[src/rtl/alu_pkg.sv]
// alu_pkg: shared encodings for the EX-stage ALU.
//   - ALU_op encodings driven by the main control unit
//   - R-type funct codes understood by the unit
//   - Top-level FSM state and internal operation-select enums
//   - decode_op(): collapses ALU_op/funct into a single op_e
package alu_pkg;

   // ALU_op encodings from the main decoder
   localparam logic [1:0] ALU_OP_ADD   = 2'b00;  // lw/sw address add
   localparam logic [1:0] ALU_OP_SUB   = 2'b01;  // beq/bne compare
   localparam logic [1:0] ALU_OP_RTYPE = 2'b10;  // use funct field
   localparam logic [1:0] ALU_OP_SLT   = 2'b11;  // slti

   // R-type funct codes
   localparam logic [5:0] FUNCT_SLL   = 6'b000000;
   localparam logic [5:0] FUNCT_SRL   = 6'b000010;
   localparam logic [5:0] FUNCT_SRA   = 6'b000011;
   localparam logic [5:0] FUNCT_MFHI  = 6'b010000;
   localparam logic [5:0] FUNCT_MFLO  = 6'b010010;
   localparam logic [5:0] FUNCT_MULT  = 6'b011000;
   localparam logic [5:0] FUNCT_MULTU = 6'b011001;
   localparam logic [5:0] FUNCT_DIV   = 6'b011010;
   localparam logic [5:0] FUNCT_DIVU  = 6'b011011;
   localparam logic [5:0] FUNCT_ADD   = 6'b100000;
   localparam logic [5:0] FUNCT_ADDU  = 6'b100001;
   localparam logic [5:0] FUNCT_SUB   = 6'b100010;
   localparam logic [5:0] FUNCT_SUBU  = 6'b100011;
   localparam logic [5:0] FUNCT_AND   = 6'b100100;
   localparam logic [5:0] FUNCT_OR    = 6'b100101;
   localparam logic [5:0] FUNCT_XOR   = 6'b100110;
   localparam logic [5:0] FUNCT_NOR   = 6'b100111;
   localparam logic [5:0] FUNCT_SLT   = 6'b101010;
   localparam logic [5:0] FUNCT_SLTU  = 6'b101011;

   typedef enum logic [1:0] {
      StIdle,
      StBusy,
      StDone
   } state_e;

   typedef enum logic [4:0] {
      OpAnd,
      OpOr,
      OpXor,
      OpNor,
      OpAdd,
      OpSub,
      OpSlt,
      OpSltu,
      OpSll,
      OpSrl,
      OpSra,
      OpMfhi,
      OpMflo,
      OpMul,
      OpMulu,
      OpDiv,
      OpDivu,
      OpIll
   } op_e;

   // Signed and unsigned add/sub share one op; the overflow check tells them apart.
   function automatic op_e decode_op(input logic [1:0] alu_op, input logic [5:0] funct);
      op_e op;
      op = OpIll;
      case (alu_op)
         ALU_OP_ADD: op = OpAdd;
         ALU_OP_SUB: op = OpSub;
         ALU_OP_SLT: op = OpSlt;
         default: begin
            case (funct)
               FUNCT_AND:              op = OpAnd;
               FUNCT_OR:               op = OpOr;
               FUNCT_XOR:              op = OpXor;
               FUNCT_NOR:              op = OpNor;
               FUNCT_ADD, FUNCT_ADDU:  op = OpAdd;
               FUNCT_SUB, FUNCT_SUBU:  op = OpSub;
               FUNCT_SLT:              op = OpSlt;
               FUNCT_SLTU:             op = OpSltu;
               FUNCT_SLL:              op = OpSll;
               FUNCT_SRL:              op = OpSrl;
               FUNCT_SRA:              op = OpSra;
               FUNCT_MFHI:             op = OpMfhi;
               FUNCT_MFLO:             op = OpMflo;
               FUNCT_MULT:             op = OpMul;
               FUNCT_MULTU:            op = OpMulu;
               FUNCT_DIV:              op = OpDiv;
               FUNCT_DIVU:             op = OpDivu;
               default:                op = OpIll;
            endcase
         end
      endcase
      return op;
   endfunction

endpackage

[src/rtl/alu_muldiv_iter.sv]
// alu_muldiv_iter: iterative multiply / restoring divide, one bit per cycle.
// A start pulse latches the operands; exactly WIDTH cycles later done pulses for one
// cycle and hi/lo carry the final values (valid only while done is high).
// Ports:
//   clk, reset        clock, synchronous active-high reset (aborts any operation)
//   start             launch an operation (only while idle)
//   is_div, is_signed operation select, sampled with start
//   op_a, op_b        multiplicand/multiplier or dividend/divisor, sampled with start
//   done              one-cycle completion pulse
//   hi, lo            product {hi,lo}, or remainder (hi) / quotient (lo)
module alu_muldiv_iter #(
   parameter int unsigned WIDTH = 32
) (
   input  logic             clk,
   input  logic             reset,
   input  logic             start,
   input  logic             is_div,
   input  logic             is_signed,
   input  logic [WIDTH-1:0] op_a,
   input  logic [WIDTH-1:0] op_b,
   output logic             done,
   output logic [WIDTH-1:0] hi,
   output logic [WIDTH-1:0] lo
);

   localparam int unsigned CNT_W = $clog2(WIDTH);
   localparam logic [CNT_W-1:0] LAST = CNT_W'(WIDTH - 1);

   logic             busy_q, busy_d;
   logic             div_q, div_d;
   logic             neg_a_q, neg_a_d;
   logic             neg_b_q, neg_b_d;
   logic             dbz_q, dbz_d;
   logic [CNT_W-1:0] cnt_q, cnt_d;
   logic [WIDTH-1:0] acc_q, acc_d;  // product high half / partial remainder
   logic [WIDTH-1:0] q_q, q_d;      // multiplier / dividend shifting into quotient
   logic [WIDTH-1:0] m_q, m_d;      // multiplicand / divisor magnitude

   logic             sign_a, sign_b;
   logic [WIDTH-1:0] mag_a, mag_b;
   logic [WIDTH:0]   mul_sum;
   logic [WIDTH:0]   rshift;
   logic             rge;
   logic [WIDTH-1:0] rsub;
   logic [WIDTH-1:0] acc_n, q_n;
   logic [2*WIDTH-1:0] prod, prod_fix;
   logic [WIDTH-1:0] quo_fix, rem_fix;

   // Signed operations run on magnitudes; signs are re-applied at the end.
   assign sign_a = is_signed & op_a[WIDTH-1];
   assign sign_b = is_signed & op_b[WIDTH-1];
   assign mag_a  = sign_a ? -op_a : op_a;
   assign mag_b  = sign_b ? -op_b : op_b;

   // One iteration step
   assign mul_sum = {1'b0, acc_q} + (q_q[0] ? {1'b0, m_q} : '0);
   assign rshift  = {acc_q, q_q[WIDTH-1]};
   assign rge     = (rshift >= {1'b0, m_q});
   // Partial remainder stays below the divisor, so the low WIDTH bits suffice.
   assign rsub    = rshift[WIDTH-1:0] - m_q;

   always_comb begin
      acc_n = mul_sum[WIDTH:1];
      q_n   = {mul_sum[0], q_q[WIDTH-1:1]};
      if (div_q) begin
         acc_n = rge ? rsub : rshift[WIDTH-1:0];
         q_n   = {q_q[WIDTH-2:0], rge};
      end
   end

   // Final sign fix-up, applied to the last step's values so done can coincide with it
   assign prod     = {acc_n, q_n};
   assign prod_fix = (neg_a_q ^ neg_b_q) ? -prod : prod;
   // Divide by zero: quotient forced to all ones; remainder naturally equals the dividend.
   assign quo_fix  = dbz_q ? '1 : ((neg_a_q ^ neg_b_q) ? -q_n : q_n);
   assign rem_fix  = neg_a_q ? -acc_n : acc_n;

   assign done = busy_q && (cnt_q == LAST);
   assign hi   = div_q ? rem_fix : prod_fix[2*WIDTH-1:WIDTH];
   assign lo   = div_q ? quo_fix : prod_fix[WIDTH-1:0];

   always_comb begin
      busy_d  = busy_q;
      div_d   = div_q;
      neg_a_d = neg_a_q;
      neg_b_d = neg_b_q;
      dbz_d   = dbz_q;
      cnt_d   = cnt_q;
      acc_d   = acc_q;
      q_d     = q_q;
      m_d     = m_q;
      if (start) begin
         busy_d  = 1'b1;
         div_d   = is_div;
         neg_a_d = sign_a;
         neg_b_d = sign_b;
         dbz_d   = is_div && (op_b == '0);
         cnt_d   = '0;
         acc_d   = '0;
         q_d     = mag_a;
         m_d     = mag_b;
      end else if (busy_q) begin
         acc_d = acc_n;
         q_d   = q_n;
         cnt_d = cnt_q + 1'b1;
         if (cnt_q == LAST) begin
            busy_d = 1'b0;
         end
      end
   end

   always_ff @(posedge clk) begin
      if (reset) begin
         busy_q  <= 1'b0;
         div_q   <= 1'b0;
         neg_a_q <= 1'b0;
         neg_b_q <= 1'b0;
         dbz_q   <= 1'b0;
         cnt_q   <= '0;
         acc_q   <= '0;
         q_q     <= '0;
         m_q     <= '0;
      end else begin
         busy_q  <= busy_d;
         div_q   <= div_d;
         neg_a_q <= neg_a_d;
         neg_b_q <= neg_b_d;
         dbz_q   <= dbz_d;
         cnt_q   <= cnt_d;
         acc_q   <= acc_d;
         q_q     <= q_d;
         m_q     <= m_d;
      end
   end

endmodule

[src/rtl/alu_exec_unit.sv]
// alu_exec_unit: EX-stage ALU with merged ALU_op/funct decode, registered single-cycle
// datapath, and an iterative mult/div engine writing HI/LO.
// Optional build macro: ALU_OVERFLOW_TRAP_EN adds the 'overflow' output, flagging
// signed add/sub overflow (addu/subu never flag).
// Ports:
//   clk, reset          clock, synchronous active-high reset
//   in_valid, in_ready  request handshake; in_ready is low while mult/div is busy
//   ALU_op, ALU_funct   operation select (ALU_op 10 uses funct)
//   shamt               shift amount for sll/srl/sra (shifts operate on src_b)
//   src_a, src_b        operands (rs, rt/imm)
//   out_valid           one-cycle pulse with each result
//   result, zero        registered result and result==0 flag
//   overflow            (ALU_OVERFLOW_TRAP_EN only) signed add/sub overflow
//   illegal             unrecognised funct
module alu_exec_unit
   import alu_pkg::*;
#(
   parameter int unsigned WIDTH = 32,
   localparam int unsigned SHAMT_W = $clog2(WIDTH)
) (
   input  logic               clk,
   input  logic               reset,
   input  logic               in_valid,
   output logic               in_ready,
   input  logic [1:0]         ALU_op,
   input  logic [5:0]         ALU_funct,
   input  logic [SHAMT_W-1:0] shamt,
   input  logic [WIDTH-1:0]   src_a,
   input  logic [WIDTH-1:0]   src_b,
   output logic               out_valid,
   output logic [WIDTH-1:0]   result,
   output logic               zero,
`ifdef ALU_OVERFLOW_TRAP_EN
   output logic               overflow,
`endif
   output logic               illegal
);

   state_e           state_q, state_d;
   logic [WIDTH-1:0] hi_q, hi_d;
   logic [WIDTH-1:0] lo_q, lo_d;
   logic [WIDTH-1:0] result_q, result_d;
   logic             zero_q, zero_d;
   logic             illegal_q, illegal_d;
   logic             out_valid_q, out_valid_d;

   op_e              op;
   logic             accept;
   logic             is_multi;
   logic             md_start, md_done;
   logic [WIDTH-1:0] md_hi, md_lo;
   logic [WIDTH-1:0] sum, diff, alu_res;

   assign op       = decode_op(ALU_op, ALU_funct);
   assign in_ready = (state_q != StBusy);
   assign accept   = in_valid && in_ready;
   assign is_multi = op inside {OpMul, OpMulu, OpDiv, OpDivu};
   assign md_start = accept && is_multi;

   assign sum  = src_a + src_b;
   assign diff = src_a - src_b;

   // Single-cycle datapath; mfhi/mflo read the registered HI/LO, which in DONE
   // already hold the just-finished mult/div values.
   always_comb begin
      alu_res = '0;
      case (op)
         OpAnd:   alu_res = src_a & src_b;
         OpOr:    alu_res = src_a | src_b;
         OpXor:   alu_res = src_a ^ src_b;
         OpNor:   alu_res = ~(src_a | src_b);
         OpAdd:   alu_res = sum;
         OpSub:   alu_res = diff;
         OpSlt:   alu_res = {{(WIDTH-1){1'b0}}, ($signed(src_a) < $signed(src_b))};
         OpSltu:  alu_res = {{(WIDTH-1){1'b0}}, (src_a < src_b)};
         OpSll:   alu_res = src_b << shamt;
         OpSrl:   alu_res = src_b >> shamt;
         OpSra:   alu_res = $unsigned($signed(src_b) >>> shamt);
         OpMfhi:  alu_res = hi_q;
         OpMflo:  alu_res = lo_q;
         default: alu_res = '0;
      endcase
   end

`ifdef ALU_OVERFLOW_TRAP_EN
   logic overflow_q, overflow_d;
   logic trap_chk, ovf_res;

   // addu/subu decode to the same ops as add/sub but must never trap
   assign trap_chk = !((ALU_op == ALU_OP_RTYPE) &&
                       ((ALU_funct == FUNCT_ADDU) || (ALU_funct == FUNCT_SUBU)));

   always_comb begin
      ovf_res = 1'b0;
      if (op == OpAdd) begin
         ovf_res = trap_chk && (src_a[WIDTH-1] == src_b[WIDTH-1]) &&
                   (sum[WIDTH-1] != src_a[WIDTH-1]);
      end else if (op == OpSub) begin
         ovf_res = trap_chk && (src_a[WIDTH-1] != src_b[WIDTH-1]) &&
                   (diff[WIDTH-1] != src_a[WIDTH-1]);
      end
   end
`endif

   alu_muldiv_iter #(
      .WIDTH (WIDTH)
   ) u_muldiv (
      .clk       (clk),
      .reset     (reset),
      .start     (md_start),
      .is_div    (op inside {OpDiv, OpDivu}),
      .is_signed (op inside {OpMul, OpDiv}),
      .op_a      (src_a),
      .op_b      (src_b),
      .done      (md_done),
      .hi        (md_hi),
      .lo        (md_lo)
   );

   // FSM next state and registered outputs
   always_comb begin
      state_d     = state_q;
      hi_d        = hi_q;
      lo_d        = lo_q;
      result_d    = result_q;
      zero_d      = zero_q;
      illegal_d   = illegal_q;
      out_valid_d = 1'b0;
`ifdef ALU_OVERFLOW_TRAP_EN
      overflow_d  = overflow_q;
`endif
      case (state_q)
         StBusy: begin
            if (md_done) begin
               state_d     = StDone;
               hi_d        = md_hi;
               lo_d        = md_lo;
               result_d    = md_lo;
               zero_d      = (md_lo == '0);
               illegal_d   = 1'b0;
               out_valid_d = 1'b1;
`ifdef ALU_OVERFLOW_TRAP_EN
               overflow_d  = 1'b0;
`endif
            end
         end
         default: begin
            // StIdle and StDone both accept; the unused encoding recovers to StIdle.
            state_d = StIdle;
            if (accept) begin
               if (is_multi) begin
                  state_d = StBusy;
               end else begin
                  result_d    = alu_res;
                  zero_d      = (alu_res == '0);
                  illegal_d   = (op == OpIll);
                  out_valid_d = 1'b1;
`ifdef ALU_OVERFLOW_TRAP_EN
                  overflow_d  = ovf_res;
`endif
               end
            end
         end
      endcase
   end

   always_ff @(posedge clk) begin
      if (reset) begin
         state_q     <= StIdle;
         hi_q        <= '0;
         lo_q        <= '0;
         result_q    <= '0;
         zero_q      <= 1'b1;
         illegal_q   <= 1'b0;
         out_valid_q <= 1'b0;
`ifdef ALU_OVERFLOW_TRAP_EN
         overflow_q  <= 1'b0;
`endif
      end else begin
         state_q     <= state_d;
         hi_q        <= hi_d;
         lo_q        <= lo_d;
         result_q    <= result_d;
         zero_q      <= zero_d;
         illegal_q   <= illegal_d;
         out_valid_q <= out_valid_d;
`ifdef ALU_OVERFLOW_TRAP_EN
         overflow_q  <= overflow_d;
`endif
      end
   end

   assign result    = result_q;
   assign zero      = zero_q;
   assign illegal   = illegal_q;
   assign out_valid = out_valid_q;
`ifdef ALU_OVERFLOW_TRAP_EN
   assign overflow  = overflow_q;
`endif

endmodule

[config.mk]
export PLATFORM = sky130hd
export DESIGN_NAME = alu_exec_unit
export DESIGN_NICKNAME = d
export VERILOG_FILES = /design/src/rtl/alu_pkg.sv /design/src/rtl/alu_muldiv_iter.sv /design/src/rtl/alu_exec_unit.sv
export SDC_FILE = /design/constraint.sdc
export NUM_CORES = 1
export LEC_CHECK = 0
export ABC_CLOCK_PERIOD_IN_PS = 6900
export CELL_PAD_IN_SITES_DETAIL_PLACEMENT = 1
export CELL_PAD_IN_SITES_GLOBAL_PLACEMENT = 1
export CORE_ASPECT_RATIO = 1.75
export CORE_MARGIN = 3
export CORE_UTILIZATION = 47
export CTS_CLUSTER_DIAMETER = 80
export DETAILED_ROUTE_END_ITERATION = 12
export MAX_ROUTING_LAYER = met4
export PLACE_DENSITY_LB_ADDON = 0.1
export SLEW_MARGIN = 10
export SYNTH_ARGS = -nofsm -noshare
export SYNTH_HDL_FRONTEND = slang
export SYNTH_HIERARCHICAL = 1
export SYNTH_SLANG_ARGS = --single-unit
[constraint.sdc]
create_clock -name clk -period 6.9 [get_ports clk]
set_input_delay 1.38 -clock clk [delete_from_list [all_inputs] [get_ports clk]]
set_output_delay 1.38 -clock clk [all_outputs]
set_load 0.1 [all_outputs]
==> impl_results.md, run 1 <==
* Pin ending the worst setup path after global-route repair: hi_q[30]$_SDFFE_PP0P_/D
* Post-synthesis cell area at 27700 sq um
* Post_cts resized at 0
* Die H at 327 microns
* Cts hold-fix bufs at 0
* Cell with the most instances after synthesis: nor2_1
* Post-DP HPWL at 134 mm
* Number of enable flip-flop cells after synthesis at 0
* Clock buffer depth at 3
* Die W at 190 microns
* Largest net degree at the start of global routing at 103
* Initial Utilization at 47.5%
* Count of cell types in the netlist at 118
* GR Util All Layers at 68.5%
* Initial antenna violation count at 20
* Status: stopped before the end
* Setup bufs post-CTS at 0
* Top cells by count, synth: 472 x nor2_1, 436 x nand2_1, 386 x a21oi_1, 207 x dfxtp_1, 182 x inv_1
* Mapped Nets at 4180
* Worst EP Category: sequential cell input
* Io pins at 116
* Prevailing post-synth register cell: dfxtp_1
* Post-synth top area share at 15.0%
* #FFs+latches synth at 207
* Placed Cells at 4710
* Placed instance area at 30100 sq um
* PortBufs at 115
* # rows at 117
* Cell taking the most area after synthesis: dfxtp_1
* GRT overflow at 29
* Sequential share of the synthesized area at 15.0%
* Clock sink count at 207
* TritonCTS Buffers at 26
* H-tree depth at 1
* GPL Wtd Cong at 1.14
* Synth warn at 6
* Largest cells by area after synthesis: dfxtp_1 15%, ha_1 7.9%, a21oi_1 7.0%
* Average cell area after synthesis at 7.06 sq um
* Error: [ERROR GRT-0232] Routing congestion too high. Check the congestion heatmap in the GUI.
* Stopped at: global routing (5_1_grt)
* Async S/R FF share, synth at 0%
* Post-Synthesis Cells at 3922
* Root buffer cell: clkbuf_16
==> through the flow <==
step / hold slack, ns / setup slack [ns]
2_1_floorplan: 0.436 / 1.88
3_3_place_gp: 0.443 / 0.421
3_5_place_dp: 0.455 / 0.333
4_1_cts: 0.469 / 0.620
==> routing by layer <==
metal	global-route usage, %	GRT overflow
met2	87.6	14
met5	-	-
met4	70.1	12
met1	65.7	0
met3	46.1	3
==> cells by family after synthesis <==
family | after synthesis | share of synthesized area (%)
AO/OA/AOI/OAI | 1246 | 30.4
flip-flops | 207 | 15.0
AND/OR/NAND/NOR | 1461 | 24.7
buffers and inverters | 463 | 6.72
adder cells (fa/ha/maj) | 178 | 8.15
multiplexers | 189 | 9.45
XOR/XNOR | 178 | 5.63
==> inputs of run 2 (changes only) <==
==> config.mk (replaced) <==
export PLATFORM = sky130hd
export DESIGN_NAME = alu_exec_unit
export DESIGN_NICKNAME = d
export VERILOG_FILES = /design/src/rtl/alu_pkg.sv /design/src/rtl/alu_muldiv_iter.sv /design/src/rtl/alu_exec_unit.sv
export SDC_FILE = /design/constraint.sdc
export NUM_CORES = 1
export LEC_CHECK = 0
export ABC_CLOCK_PERIOD_IN_PS = 6900
export CORE_MARGIN = 3
export CORE_UTILIZATION = 35
export DETAILED_ROUTE_END_ITERATION = 12
export PLACE_DENSITY_LB_ADDON = 0.15
export SLEW_MARGIN = 10
export SYNTH_ARGS = -nofsm -noshare
export SYNTH_HDL_FRONTEND = slang
export SYNTH_HIERARCHICAL = 1
export SYNTH_SLANG_ARGS = --single-unit
==> run 2 against run 1 <==
Against the previous run: the flow now finishes without violations; area after synthesis unchanged; synthesized cell count unchanged.
==> impl_results.md, run 2 <==
* Final Skew at 0.0300 ns
* Startpoint types: primary input
* Cts hold-fix bufs at 0 (unchanged)
* Die ar. at 82600 sq um
* Worst Tran Pin Value at 1.13 ns
* R2R depth at 23
* Critical path class: in -> reg
* Crit. End Element: flip-flop
* Post-Synthesis Cells at 3922 (unchanged)
* Post-Route Setup TNS at 0 ns
* Fin. max-slew vios at 0
* Post-DP HPWL at 120 mm (was 134 mm)
* Clock sink count at 207 (unchanged)
* Sequential share of the synthesized area at 15.0% (unchanged)
* Initial Utilization at 35.5% (was 47.5%)
* Hold Crit Class: reg -> reg
* Post-synthesis cell area at 27700 sq um (unchanged)
* TritonCTS Buffers at 27 (was 26)
* DR WL/cell at 30.1 microns
* First-pass GRT wire length at 215 mm
* Final wirelength at 151 mm
* Post-synth top area share at 15.0% (unchanged)
* Initial DRC count at 4027
* Hold path cells at 2
* Number of enable flip-flop cells after synthesis at 0 (unchanged)
* Most common cell after layout, fill and taps aside: nor2_1
* H-tree depth at 1 (unchanged)
* Clock Latency Late Sink at 0.58 ns
* Final Cycle Share at 89.4%
* Cell taking the most area after synthesis: dfxtp_1 (unchanged)
* Io pins at 116 (unchanged)
* Initial antenna violation count at 2
* Vias per inst at 6.42
* Mapped Nets at 4180 (unchanged)
* Min-delay src: result[1]$_SDFFE_PP0P_
* Layout cells sized above 1 at 9.33%
* Async S/R FF share, synth at 0% (unchanged)
* Cell with the most instances after synthesis: nor2_1 (unchanged)
* Prevailing post-synth register cell: dfxtp_1 (unchanged)
* Clock buffer depth at 3 (unchanged)
* CTS tree: built
* Pwr/cell area at 152 nW/um^2
* Flop-to-flop setup slack at 0.73 ns
* GR Util All Layers at 35.0%
* Most frequent cells in the layout: 471 x nor2_1, 435 x nand2_1, 386 x a21oi_1
* N_diodes at 0
* Worst r2r dst: hi_q[30]$_SDFFE_PP0P_
* #FFs+latches synth at 207 (unchanged)
* Final setup violation count at 0
* Routed via count at 32100
* Post_cts resized at 0 (unchanged)
* Placed Cells at 4955 (was 4710)
* Average cell area after synthesis at 7.06 sq um (unchanged)
* DRC at 0
* Slew margin rel. at 22.9%
* Status: finished clean (was stopped before the end)
* PortBufs at 115 (unchanged)
* Critical path arrival at 6.65 ns
* Final nets at 4202
* GRT overflow at 0
* Die W at 287 microns (was 190 microns)
* End of the worst hold path: result[1]$_SDFFE_PP0P_
* WHS at 0.457 ns
* LEAKAGE at 0.0122 uW
* Synth warn at 6 (unchanged)
* Final ANT Viol Nets at 0
* Core Util, Final at 40.0%
* Root buffer cell: clkbuf_16 (unchanged)
* GPL Wtd Cong at 1.08 (was 1.14)
* Top cells by count, synth: 472 x nor2_1, 436 x nand2_1, 386 x a21oi_1, 207 x dfxtp_1, 182 x inv_1 (unchanged)
* Max Cap Violations at 0
* Area growth from synthesis to final layout at 12.5%
* # rows at 102 (was 117)
* CP required at 7.38 ns
* Via count of the first global-routing pass at 29500
* Count of cell types in the netlist at 118 (unchanged)
* Tmin final at 6.17 ns
* Critical R2R Launch: u_muldiv/m_q[1]$_SDFFE_PP0P_
* Die H at 287 microns (was 327 microns)
* Max VDD drop at 0.000160 V
* Largest net degree at the start of global routing at 93
* Fin. Hold Viols at 0
* Max FO, Critical Path at 15
* Unrepaired setup endpoints after global routing: false
* Drt pass-1 iters at 6
* Setup bufs post-CTS at 0 (unchanged)
* Largest cells by area after synthesis: dfxtp_1 15%, ha_1 7.9%, a21oi_1 7.0% (unchanged)
* Core Box Area at 78000 sq um
* Max Clk Rate at 162 MHz
* Fin cells at 5004
* Reg clk slew, reported paths at 0.07 ns
run 2: cell counts after synthesis:
No cell type changed its count.
run 2: worst max-delay path by stage:
| stage | startpoint | end | slack [ns] | cells after the start |
|---|---|---|---|---|
| floorplan | u_muldiv/div_q$_SDFFE_PP0P_ | hi_q[22]$_SDFFE_PP0P_ | 1.88 | 21 |
| global placement | ALU_funct[4] | zero$_SDFFE_PP1P_ | 0.49 | 15 |
| detailed placement | ALU_funct[0] | zero$_SDFFE_PP1P_ | 0.40 | 17 |
| CTS | u_muldiv/acc_q[0]$_SDFFE_PP0P_ | hi_q[30]$_SDFFE_PP0P_ | 0.84 | 22 |
| global route | u_muldiv/m_q[1]$_SDFFE_PP0P_ | hi_q[30]$_SDFFE_PP0P_ | 0.21 | 23 |
| finish | ALU_funct[0] | zero$_SDFFE_PP1P_ | 0.73 | 17 |
run 2: kinds of logic (layout without fill, tap and decap cells):
group	Yosys count	after routing	share of synthesized area [%]
compound gates	1246	1246	30.4
xor+xnor	178	178	5.63
fa+ha+maj	178	178	8.15
buf+inv	463	505	6.72
flops	207	207	15.0
mux	189	189	9.45
simple gates	1461	1461	24.7
run 2: metal layers:
metal / share of wire (%) / track usage [%]
met3: 9.7 / 6.34
met2: 42 / 52.5
met5: 0.0086 / 0
met4: 4.5 / 13.1
met1: 44 / 49.7
run 2: final cells by class:
type	count	area (sq um)
Timing Repair Buffer	268	2330
Tap cell	1040	1300
Fill cell	8350	46800
Inverter	188	706
Multi-Input combinational cell	3252	21800
Clock buffer	36	741
Sequential cell	207	4150
Clock inverter	13	163
run 2: report_power, final:
group / switching (uW) / internal [uW]
Clock: 608 / 870
Sequential: 26.5 / 1220
Combinational: 1370 / 625
run 2: stage by stage:
step           area (sq um)  setup WS, ns  total power [uW]
5_1_grt               31200         0.209              4880
2_1_floorplan         27700          1.88              2450
3_5_place_dp          30300         0.405              3200
6_report              31200         0.729              4730
4_1_cts               31200         0.840              4690
3_3_place_gp          30300         0.492              3210
run 2: critical path, cell delays in order:
cell and delay [ns]:
clkdlybuf4s50_1 0.63, inv_1 0.11, ha_1 0.26, and3b_1 0.21
o21a_2 0.24, nor4_4 0.74, nor2_2 0.22, buf_4 0.29
o311ai_0 0.10, o21ai_0 0.19, xnor2_1 0.17, a2111oi_0 0.91
nand4_1 0.27, nor4_2 0.22, nand4_1 0.18, nand4b_1 0.24
o31ai_2 0.24
Note: power is estimated with default switching activity, not from simulation.
